### config.mk
export PLATFORM = sky130hd
export DESIGN_NAME = bram_mailbox_target_flat
export DESIGN_NICKNAME = d
export VERILOG_FILES = /design/src/rtl/bram_mailbox_target_if.sv /design/src/rtl/bram_mailbox_target.sv /design/src/flat_wrapper.sv
export SDC_FILE = /design/constraint.sdc
export NUM_CORES = 1
export LEC_CHECK = 0
export CELL_PAD_IN_SITES_DETAIL_PLACEMENT = 0
export CELL_PAD_IN_SITES_GLOBAL_PLACEMENT = 1
export CORE_ASPECT_RATIO = 1.4
export CORE_MARGIN = 2
export CORE_UTILIZATION = 58
export DETAILED_ROUTE_END_ITERATION = 8
export PLACE_DENSITY = 0.87
export SYNTH_ARGS = -nofsm -noshare
export SYNTH_HDL_FRONTEND = slang
export SYNTH_SLANG_ARGS = --single-unit
### constraint.sdc
create_clock -name CLK -period 8.7 [get_ports CLK]
set_input_delay 1.74 -clock CLK [delete_from_list [all_inputs] [get_ports CLK]]
set_output_delay 1.74 -clock CLK [all_outputs]
set_load 0.03 [all_outputs]
### src/rtl/bram_mailbox_target_if.sv
`default_nettype none
// ============================================================================
// Module   : bram_mailbox_target_if
// Purpose  : Bundles the local put/get methods and the BRAM target wires of
//            the mailbox into one interface.
// Ports    : slave  - the mailbox target (receives put/get enables and the
//                     initiator's BRAM strobes, drives ready/data/bramDin)
//            master - local logic plus the BRAM initiator (the other side)
// Revision : 1.0  initial release
// ============================================================================
interface bram_mailbox_target_if;
  logic [31:0] msgInput_put;
  logic        EN_msgInput_put;
  logic        RDY_msgInput_put;
  logic        EN_msgOutput_get;
  logic [31:0] msgOutput_get;
  logic        RDY_msgOutput_get;
  logic        bramTargetWires_bramRST;
  logic [31:0] bramTargetWires_bramAddr;
  logic [31:0] bramTargetWires_bramDout;
  logic [3:0]  bramTargetWires_bramWEN;
  logic        bramTargetWires_bramEN;
  logic [31:0] bramTargetWires_bramDin;

  modport slave (
    input  msgInput_put, EN_msgInput_put, EN_msgOutput_get,
    input  bramTargetWires_bramRST, bramTargetWires_bramAddr,
    input  bramTargetWires_bramDout, bramTargetWires_bramWEN, bramTargetWires_bramEN,
    output RDY_msgInput_put, msgOutput_get, RDY_msgOutput_get,
    output bramTargetWires_bramDin
  );

  modport master (
    output msgInput_put, EN_msgInput_put, EN_msgOutput_get,
    output bramTargetWires_bramRST, bramTargetWires_bramAddr,
    output bramTargetWires_bramDout, bramTargetWires_bramWEN, bramTargetWires_bramEN,
    input  RDY_msgInput_put, msgOutput_get, RDY_msgOutput_get,
    input  bramTargetWires_bramDin
  );
endinterface
`default_nettype wire

### src/rtl/bram_mailbox_target.sv
`default_nettype none
// ============================================================================
// Module   : bram_mailbox_target
// Purpose  : BRAM-port responder exposing a four-word mailbox window:
//            0 DOWN_DATA (write push), 1 UP_DATA (read pop), 2 STATUS,
//            3 CONTROL. Down FIFO feeds the local get method, the local put
//            method feeds the up FIFO.
// Ports    : CLK   - sole clock (also the BRAM port clock)
//            RST_N - asynchronous active-low reset
//            bus   - bram_mailbox_target_if.slave (put/get + BRAM wires)
//            irq   - registered interrupt, only when MAILBOX_IRQ_EN defined
// Options  : `define MAILBOX_IRQ_EN adds irq and the CONTROL bit2 enable
// Revision : 1.0  initial release
// ============================================================================
module bram_mailbox_target #(
  parameter int DEPTH  = 16,
  parameter int DATA_W = 32
) (
  input  wire logic            CLK,
  input  wire logic            RST_N,
  bram_mailbox_target_if.slave bus
`ifdef MAILBOX_IRQ_EN
  ,
  output logic                 irq
`endif
);

  localparam int c_aw = $clog2(DEPTH);
  localparam int c_cw = c_aw + 1;
  localparam logic [1:0] c_addr_down = 2'd0;
  localparam logic [1:0] c_addr_up   = 2'd1;
  localparam logic [1:0] c_addr_stat = 2'd2;
  localparam logic [1:0] c_addr_ctrl = 2'd3;

  logic [DATA_W-1:0] down_mem [DEPTH];
  logic [DATA_W-1:0] up_mem   [DEPTH];

  logic [c_aw-1:0] down_wr_q, down_wr_d, down_rd_q, down_rd_d;
  logic [c_aw-1:0] up_wr_q, up_wr_d, up_rd_q, up_rd_d;
  logic [c_cw-1:0] down_cnt_q, down_cnt_d, up_cnt_q, up_cnt_d;
  logic            unf_q, unf_d, ovf_q, ovf_d;
  logic [31:0]     din_q, din_d;

  logic [1:0]  w_sel;
  logic        w_rd_acc, w_wr_acc;
  logic [31:0] w_wdata;
  logic        w_down_full, w_down_ne, w_up_full, w_up_ne;
  logic        w_down_hit, w_down_push, w_ovf_evt;
  logic        w_up_hit, w_up_pop, w_unf_evt;
  logic        w_ctrl_wr, w_flush, w_clr_flags;
  logic        w_put, w_get;
  logic [31:0] w_status, w_ctrl_rd;
  logic        w_unused;

  assign w_sel    = bus.bramTargetWires_bramAddr[3:2];
  assign w_wr_acc = bus.bramTargetWires_bramEN & (|bus.bramTargetWires_bramWEN);
  assign w_rd_acc = bus.bramTargetWires_bramEN & ~(|bus.bramTargetWires_bramWEN);
  // The window aliases across the whole address space.
  assign w_unused = ^{bus.bramTargetWires_bramAddr[31:4], bus.bramTargetWires_bramAddr[1:0]};

  // Disabled byte lanes are zeroed, for both data pushes and CONTROL writes.
  for (genvar i = 0; i < DATA_W / 8; i++) begin : g_lane
    assign w_wdata[8*i +: 8] = bus.bramTargetWires_bramWEN[i] ?
                               bus.bramTargetWires_bramDout[8*i +: 8] : 8'h00;
  end

  assign w_down_full = (down_cnt_q == c_cw'(DEPTH));
  assign w_down_ne   = (down_cnt_q != '0);
  assign w_up_full   = (up_cnt_q == c_cw'(DEPTH));
  assign w_up_ne     = (up_cnt_q != '0);

  // Fullness is judged at cycle start, so a same-cycle local get never makes room.
  assign w_down_hit  = w_wr_acc & (w_sel == c_addr_down);
  assign w_down_push = w_down_hit & ~w_down_full;
  assign w_ovf_evt   = w_down_hit & w_down_full;
  assign w_up_hit    = w_rd_acc & (w_sel == c_addr_up);
  assign w_up_pop    = w_up_hit & w_up_ne;
  assign w_unf_evt   = w_up_hit & ~w_up_ne;
  assign w_ctrl_wr   = w_wr_acc & (w_sel == c_addr_ctrl);
  assign w_flush     = bus.bramTargetWires_bramRST | (w_ctrl_wr & w_wdata[0]);
  assign w_clr_flags = w_ctrl_wr & w_wdata[1];
  assign w_put       = bus.EN_msgInput_put & ~w_up_full;
  assign w_get       = bus.EN_msgOutput_get & w_down_ne;

  assign w_status = {6'b0, ovf_q, unf_q, 6'b0, w_up_ne, w_down_full,
                     8'(up_cnt_q), 8'(down_cnt_q)};

`ifdef MAILBOX_IRQ_EN
  logic irq_en_q, irq_en_d, irq_q, irq_d;
  assign w_ctrl_rd = {29'b0, irq_en_q, 2'b00};
  assign irq_en_d  = w_ctrl_wr ? w_wdata[2] : irq_en_q;
  assign irq_d     = irq_en_q & (w_up_ne | unf_q | ovf_q);
  assign irq       = irq_q;

  always_ff @(posedge CLK or negedge RST_N) begin
    if (!RST_N) begin
      irq_en_q <= 1'b0;
      irq_q    <= 1'b0;
    end else begin
      irq_en_q <= irq_en_d;
      irq_q    <= irq_d;
    end
  end
`else
  assign w_ctrl_rd = 32'h0;
`endif

  always_comb begin
    down_wr_d  = down_wr_q + c_aw'(w_down_push);
    down_rd_d  = down_rd_q + c_aw'(w_get);
    down_cnt_d = down_cnt_q + c_cw'(w_down_push) - c_cw'(w_get);
    up_wr_d    = up_wr_q + c_aw'(w_put);
    up_rd_d    = up_rd_q + c_aw'(w_up_pop);
    up_cnt_d   = up_cnt_q + c_cw'(w_put) - c_cw'(w_up_pop);
    // Flush overrides every same-cycle push and pop.
    if (w_flush) begin
      down_wr_d  = '0;
      down_rd_d  = '0;
      down_cnt_d = '0;
      up_wr_d    = '0;
      up_rd_d    = '0;
      up_cnt_d   = '0;
    end
    unf_d = w_clr_flags ? 1'b0 : (unf_q | w_unf_evt);
    ovf_d = w_clr_flags ? 1'b0 : (ovf_q | w_ovf_evt);
    // Read data samples pre-edge state; it holds on idle and write cycles.
    din_d = din_q;
    if (w_rd_acc) begin
      case (w_sel)
        c_addr_up:   din_d = w_up_ne ? up_mem[up_rd_q] : 32'h0;
        c_addr_stat: din_d = w_status;
        c_addr_ctrl: din_d = w_ctrl_rd;
        default:     din_d = 32'h0;
      endcase
    end
  end

  always_ff @(posedge CLK or negedge RST_N) begin
    if (!RST_N) begin
      down_wr_q  <= '0;
      down_rd_q  <= '0;
      down_cnt_q <= '0;
      up_wr_q    <= '0;
      up_rd_q    <= '0;
      up_cnt_q   <= '0;
      unf_q      <= 1'b0;
      ovf_q      <= 1'b0;
      din_q      <= 32'h0;
    end else begin
      down_wr_q  <= down_wr_d;
      down_rd_q  <= down_rd_d;
      down_cnt_q <= down_cnt_d;
      up_wr_q    <= up_wr_d;
      up_rd_q    <= up_rd_d;
      up_cnt_q   <= up_cnt_d;
      unf_q      <= unf_d;
      ovf_q      <= ovf_d;
      din_q      <= din_d;
    end
  end

  // Storage needs no reset: emptiness is carried entirely by the counts.
  always_ff @(posedge CLK) begin
    if (w_down_push) down_mem[down_wr_q] <= w_wdata;
    if (w_put)       up_mem[up_wr_q]     <= bus.msgInput_put;
  end

  assign bus.RDY_msgInput_put        = ~w_up_full;
  assign bus.RDY_msgOutput_get       = w_down_ne;
  assign bus.msgOutput_get           = w_down_ne ? down_mem[down_rd_q] : 32'h0;
  assign bus.bramTargetWires_bramDin = din_q;

`ifndef SYNTHESIS
  a_put_legal: assert property (@(posedge CLK) disable iff (!RST_N)
                                !(bus.EN_msgInput_put && !bus.RDY_msgInput_put));
  a_get_legal: assert property (@(posedge CLK) disable iff (!RST_N)
                                !(bus.EN_msgOutput_get && !bus.RDY_msgOutput_get));
`endif

endmodule
`default_nettype wire

### src/flat_wrapper.sv
// flat-port wrapper written by rule: the top's interface ports become plain ports
module bram_mailbox_target_flat 
#(
  parameter int DEPTH  = 16,
  parameter int DATA_W = 32
)
  (CLK, RST_N, bus_msgInput_put, bus_EN_msgInput_put, bus_EN_msgOutput_get, bus_bramTargetWires_bramRST, bus_bramTargetWires_bramAddr, bus_bramTargetWires_bramDout, bus_bramTargetWires_bramWEN, bus_bramTargetWires_bramEN, bus_RDY_msgInput_put, bus_msgOutput_get, bus_RDY_msgOutput_get, bus_bramTargetWires_bramDin);
  bram_mailbox_target_if bus_i ();
  input  wire logic CLK;
  input  wire logic RST_N;
  input wire logic [$bits(bus_i.msgInput_put)-1:0] bus_msgInput_put;
  input wire logic [$bits(bus_i.EN_msgInput_put)-1:0] bus_EN_msgInput_put;
  input wire logic [$bits(bus_i.EN_msgOutput_get)-1:0] bus_EN_msgOutput_get;
  input wire logic [$bits(bus_i.bramTargetWires_bramRST)-1:0] bus_bramTargetWires_bramRST;
  input wire logic [$bits(bus_i.bramTargetWires_bramAddr)-1:0] bus_bramTargetWires_bramAddr;
  input wire logic [$bits(bus_i.bramTargetWires_bramDout)-1:0] bus_bramTargetWires_bramDout;
  input wire logic [$bits(bus_i.bramTargetWires_bramWEN)-1:0] bus_bramTargetWires_bramWEN;
  input wire logic [$bits(bus_i.bramTargetWires_bramEN)-1:0] bus_bramTargetWires_bramEN;
  output wire logic [$bits(bus_i.RDY_msgInput_put)-1:0] bus_RDY_msgInput_put;
  output wire logic [$bits(bus_i.msgOutput_get)-1:0] bus_msgOutput_get;
  output wire logic [$bits(bus_i.RDY_msgOutput_get)-1:0] bus_RDY_msgOutput_get;
  output wire logic [$bits(bus_i.bramTargetWires_bramDin)-1:0] bus_bramTargetWires_bramDin;
  assign bus_i.msgInput_put = bus_msgInput_put;
  assign bus_i.EN_msgInput_put = bus_EN_msgInput_put;
  assign bus_i.EN_msgOutput_get = bus_EN_msgOutput_get;
  assign bus_i.bramTargetWires_bramRST = bus_bramTargetWires_bramRST;
  assign bus_i.bramTargetWires_bramAddr = bus_bramTargetWires_bramAddr;
  assign bus_i.bramTargetWires_bramDout = bus_bramTargetWires_bramDout;
  assign bus_i.bramTargetWires_bramWEN = bus_bramTargetWires_bramWEN;
  assign bus_i.bramTargetWires_bramEN = bus_bramTargetWires_bramEN;
  assign bus_RDY_msgInput_put = bus_i.RDY_msgInput_put;
  assign bus_msgOutput_get = bus_i.msgOutput_get;
  assign bus_RDY_msgOutput_get = bus_i.RDY_msgOutput_get;
  assign bus_bramTargetWires_bramDin = bus_i.bramTargetWires_bramDin;
  bram_mailbox_target #(.DEPTH(DEPTH), .DATA_W(DATA_W)) u_core (.CLK(CLK), .RST_N(RST_N), .bus(bus_i));
endmodule
==> results by group <==
Timing
  – Summed negative setup slack over all endpoints: 0 ns
  – Post-route clock skew: 0.0214 ns
  – Slew at the pin with the worst max-slew slack: 1.10 ns
  – Tightest slew margin relative to the limit: 0.260
  – Final setup fails: 0
  – Peak clock frequency supported by timing: 0.170 GHz
  – Unrepaired setup endpoints after global routing: false
  – Fraction of the cycle the final worst path needs: 0.675
  – Number of pins with negative max-slew slack in the final report: 0
  – Final hold violations: 0
  – Min Tclk post-route: 5.88 ns

Global routing
  – First-pass GRT wire length: 134000 um
  – Most utilized layer in the global route result: met2
  – Number of global-route vias before repair: 21.1k
  – GRT met3 Usage: 0.0417
  – Global Route met2 Usage: 0.442
  – Global router's overall resource usage: 0.248
  – Total congestion overflow after global routing: 0
  – Maximum number of pins on one net before global-route repair: 96
  – Initial antenna violation count: 5
  – Met1 track demand over resource in global routing: 0.311

Critical path
  – Largest stage delay on the critical path: 1.13 ns
  – Critical Path Sink Type: primary output
  – Crit path max-delay cell type: dfrtp_4
  – Startpoint-to-endpoint class of the critical path: reg2out
  – Buffers and inverters on the worst path: 2
  – Required @ worst endpoint: 6.96 ns
  – Chain of cells forming the critical path: buf_4 > mux4_2 > mux2i_1 > o22ai_1 > clkdlybuf4s50_1
  – Crit path arrival time: 4.14 ns
  – FF-to-FF setup slack: 5.04 ns
  – Largest delay share family, worst path: buffers and inverters
  – Crit path launch type: register
  – Critical path fanouts, max: 73

Clock tree
  – Largest buffer count on any clock path: 3
  – Number of H-tree levels: 3
  – CTS Hold Buffers Added: 0
  – Root buffer cell: clkbuf_16
  – Clock transition at the register clock pins on the worst setup and hold paths after CTS: 0.06 ns
  – Clock tree from TritonCTS: done
  – Clk sinks: 1084
  – Number of buffers added by the clock tree synthesis step: 96
  – PostCTS Resize Cnt: 0
  – Clock latency reported for the late side of the worst-skew pair: 0.66 ns
  – Number of post-CTS setup repair buffers: 0

Yosys
  – Area of the mapped netlist: 42000 um^2
  – Avg Inst Size Synth: 21.9 um^2
  – Total number of yosys warnings: 0
  – Count of cell types in the netlist: 40
  – Most area-consuming cells after synthesis: edfxtp_1 73%, mux4_2 14%, dfrtp_1 3.6%
  – Sequential cell area fraction in the yosys report: 0.767
  – List of most frequent post-synthesis cells: 1024 x edfxtp_1, 256 x mux4_2, 95 x mux2i_1
  – Synth Register Bits: 1084
  – Post-synth EDFFs: 1024
  – Number of instances in the synthesized netlist: 1920
  – Leading register cell type out of synthesis: edfxtp_1
  – Async set or reset register ratio after synthesis: 0.0554
  – Dominant cell by count in the synthesized netlist: edfxtp_1
  – Proportion of netlist area held by the largest area contributor: 0.731
  – Synth area leader: edfxtp_1
  – Post-synthesis net count: 2052

Cells and area
  – Share of cells above drive strength 1: 0.246
  – Ant diodes: 0
  – Area growth from synthesis to layout: 14.7%
  – Count of fill cells added during filler insertion: 4394
  – Fraction of the core area covered by cells at the end of the flow: 0.673
  – Count of non-filler cells in the finished layout: 3130
  – Net count, final: 2238

Run
  – Max cap viols: 0

Power and ir drop
  – Worst supply voltage drop on vdd: 231 uV
  – Power spent charging and discharging nets: 0.00295 W
  – Pwr Density: 254 nW/um^2
  – Clock network power share: 0.366
  – Combinational Power Share: 0.147
  – Internal: 0.00930 W
  – Net switching share of the total power: 0.241
  – Leakage power figure: 14.9 nW
  – Relative contribution of sequential cells to total power: 0.487

Route
  – DRC viols: 0
  – Via-per-instance ratio: 6.43
  – Initial DRC count: 2179
  – Detailed-routing iteration count for the pre-antenna-repair pass: 5
  – Number of antenna-violating nets in the routed design: 0
  – Routed length per instance: 29.0 um
  – Via count: 20.1k
  – Total detailed-routing wirelength: 90900 um

Run status
  – Result of the run: finished clean

Place
  – Total of buffers placed on input and output ports: 141
  – Final HPWL from detailed placement: 48400 um
  – Cell total after placement: 2952
  – Final weighted congestion of routability-driven global placement: 0.767

Floorplan
  – Number of placed I/O pins: 172
  – Initial cell density of the core: 0.586
  – Die area: 74700 um^2
  – Total number of placement rows: 116
  – X dimension of the die: 232 um
  – Y dimension of the die: 323 um
  – Area of the core: 71700 um^2

Min path
  – Worst Hold Class: reg2reg
logic make-up (layout without fill, tap and decap cells):
| kind of cell | Yosys count | count (layout) | synth area share |
|---|---|---|---|
| AO/OA/AOI/OAI | 99 | 99 | 0.0157 |
| XOR/XNOR | 14 | 14 | 0.00292 |
| adder cells (fa/ha/maj) | 26 | 26 | 0.00809 |
| buffers and inverters | 119 | 385 | 0.0116 |
| flip-flops | 1084 | 1084 | 0.767 |
| multiplexers | 384 | 384 | 0.169 |
| AND/OR/NAND/NOR | 194 | 194 | 0.0260 |
flip-flops by register name, summed over array words and instances, names as in the netlist:
signal                              cells
u_core.down_mem                       512
u_core.up_mem                         512
u_core.bus.bramTargetWires_bramDin     32
u_core.down_cnt_q                       5
u_core.up_cnt_q                         5
u_core.down_rd_q                        4
u_core.down_wr_q                        4
u_core.up_rd_q                          4
u_core.up_wr_q                          4
u_core.ovf_q                            1
u_core.unf_q                            1
final cells by class:
cell class	count	area (um^2)	area share
tap	944	1180	0.0245
inverter	17	63.8	0.00132
multi-input combinational	717	9530	0.198
timing repair buffer	190	1790	0.0371
clock inverter	57	722	0.0150
clock buffer	121	2670	0.0554
sequential	1084	32300	0.669
power groups by stage:
| stage | registers [W] | clock network (W) | logic [W] |
|---|---|---|---|
| floorplan | 0.00602 | 0 | 0.00123 |
| global placement | 0.00607 | 0 | 0.00177 |
| detailed placement | 0.00608 | 0 | 0.00181 |
| CTS | 0.00597 | 0.00455 | 0.00183 |
| global route | 0.00598 | 0.00475 | 0.00192 |
| finish | 0.00596 | 0.00449 | 0.00180 |
through the flow:
step	hold WS [ns]	setup WS [ns]	area, um^2	power (W)
floorplan	0.465	2.97	42000	0.00725
global placement	0.483	2.83	44800	0.00783
detailed placement	0.480	2.82	44800	0.00789
CTS	0.503	2.75	48200	0.0123
global route	0.538	2.63	48200	0.0127
finish	0.504	2.82	48200	0.0123
path summary, 6_finish.rpt:
check,startpoint,cells after the start,to
worst max-delay path,u_core.down_rd_q[1]$_DFF_PN0_,5,bus_msgOutput_get[4]
worst min-delay path,u_core.ovf_q$_DFF_PN0_,1,u_core.ovf_q$_DFF_PN0_
worst max register to register,u_core.up_rd_q[2]$_DFF_PN0_,6,u_core.bus.bramTargetWires_bramDin[19]$_DFFE_PN0N_
worst min register to register,u_core.ovf_q$_DFF_PN0_,1,u_core.ovf_q$_DFF_PN0_
max in group asynchronous,RST_N,1,u_core.down_rd_q[0]$_DFF_PN0_
min in group asynchronous,RST_N,1,u_core.bus.bramTargetWires_bramDin[31]$_DFFE_PN0N_
cells in the final DEF, fill, tap and decap left out, types with 5 or more instances in the layout:
cell type | netlist | layout
dfrtp_4 | 0 | 6
nand3b_1 | 6 | 6
nand2_1 | 24 | 23
clkinv_1 | 0 | 13
xor2_1 | 6 | 6
and2_1 | 45 | 45
inv_1 | 17 | 17
dfrtp_1 | 60 | 53
mux2_2 | 33 | 33
clkbuf_1 | 54 | 13
o22ai_1 | 32 | 32
buf_4 | 1 | 49
nand4_1 | 25 | 25
a21oi_1 | 7 | 7
nand2b_1 | 6 | 5
o211ai_1 | 31 | 31
nor2_1 | 39 | 15
edfxtp_1 | 1024 | 1024
mux4_2 | 256 | 256
clkinv_2 | 0 | 15
o31a_1 | 8 | 8
xnor2_1 | 8 | 8
mux2i_1 | 95 | 95
ha_1 | 24 | 24
nand3_1 | 17 | 17
clkbuf_16 | 0 | 101
o21ai_0 | 14 | 14
nor2_4 | 0 | 24
nor3_2 | 0 | 8
nand4b_1 | 9 | 9
clkdlybuf4s50_1 | 0 | 140
bufinv_16 | 0 | 15
clkbuf_8 | 0 | 7
metal layers:
metal | vias to the layer above | routed length (um)
met1 | 10600 | 32800
met4 | 10 | 2450
met3 | 157 | 6690
met5 | - | 66
met2 | 945 | 48800
li1 | 8389 | -
No activity file was read; power rests on OpenSTA's default activity.
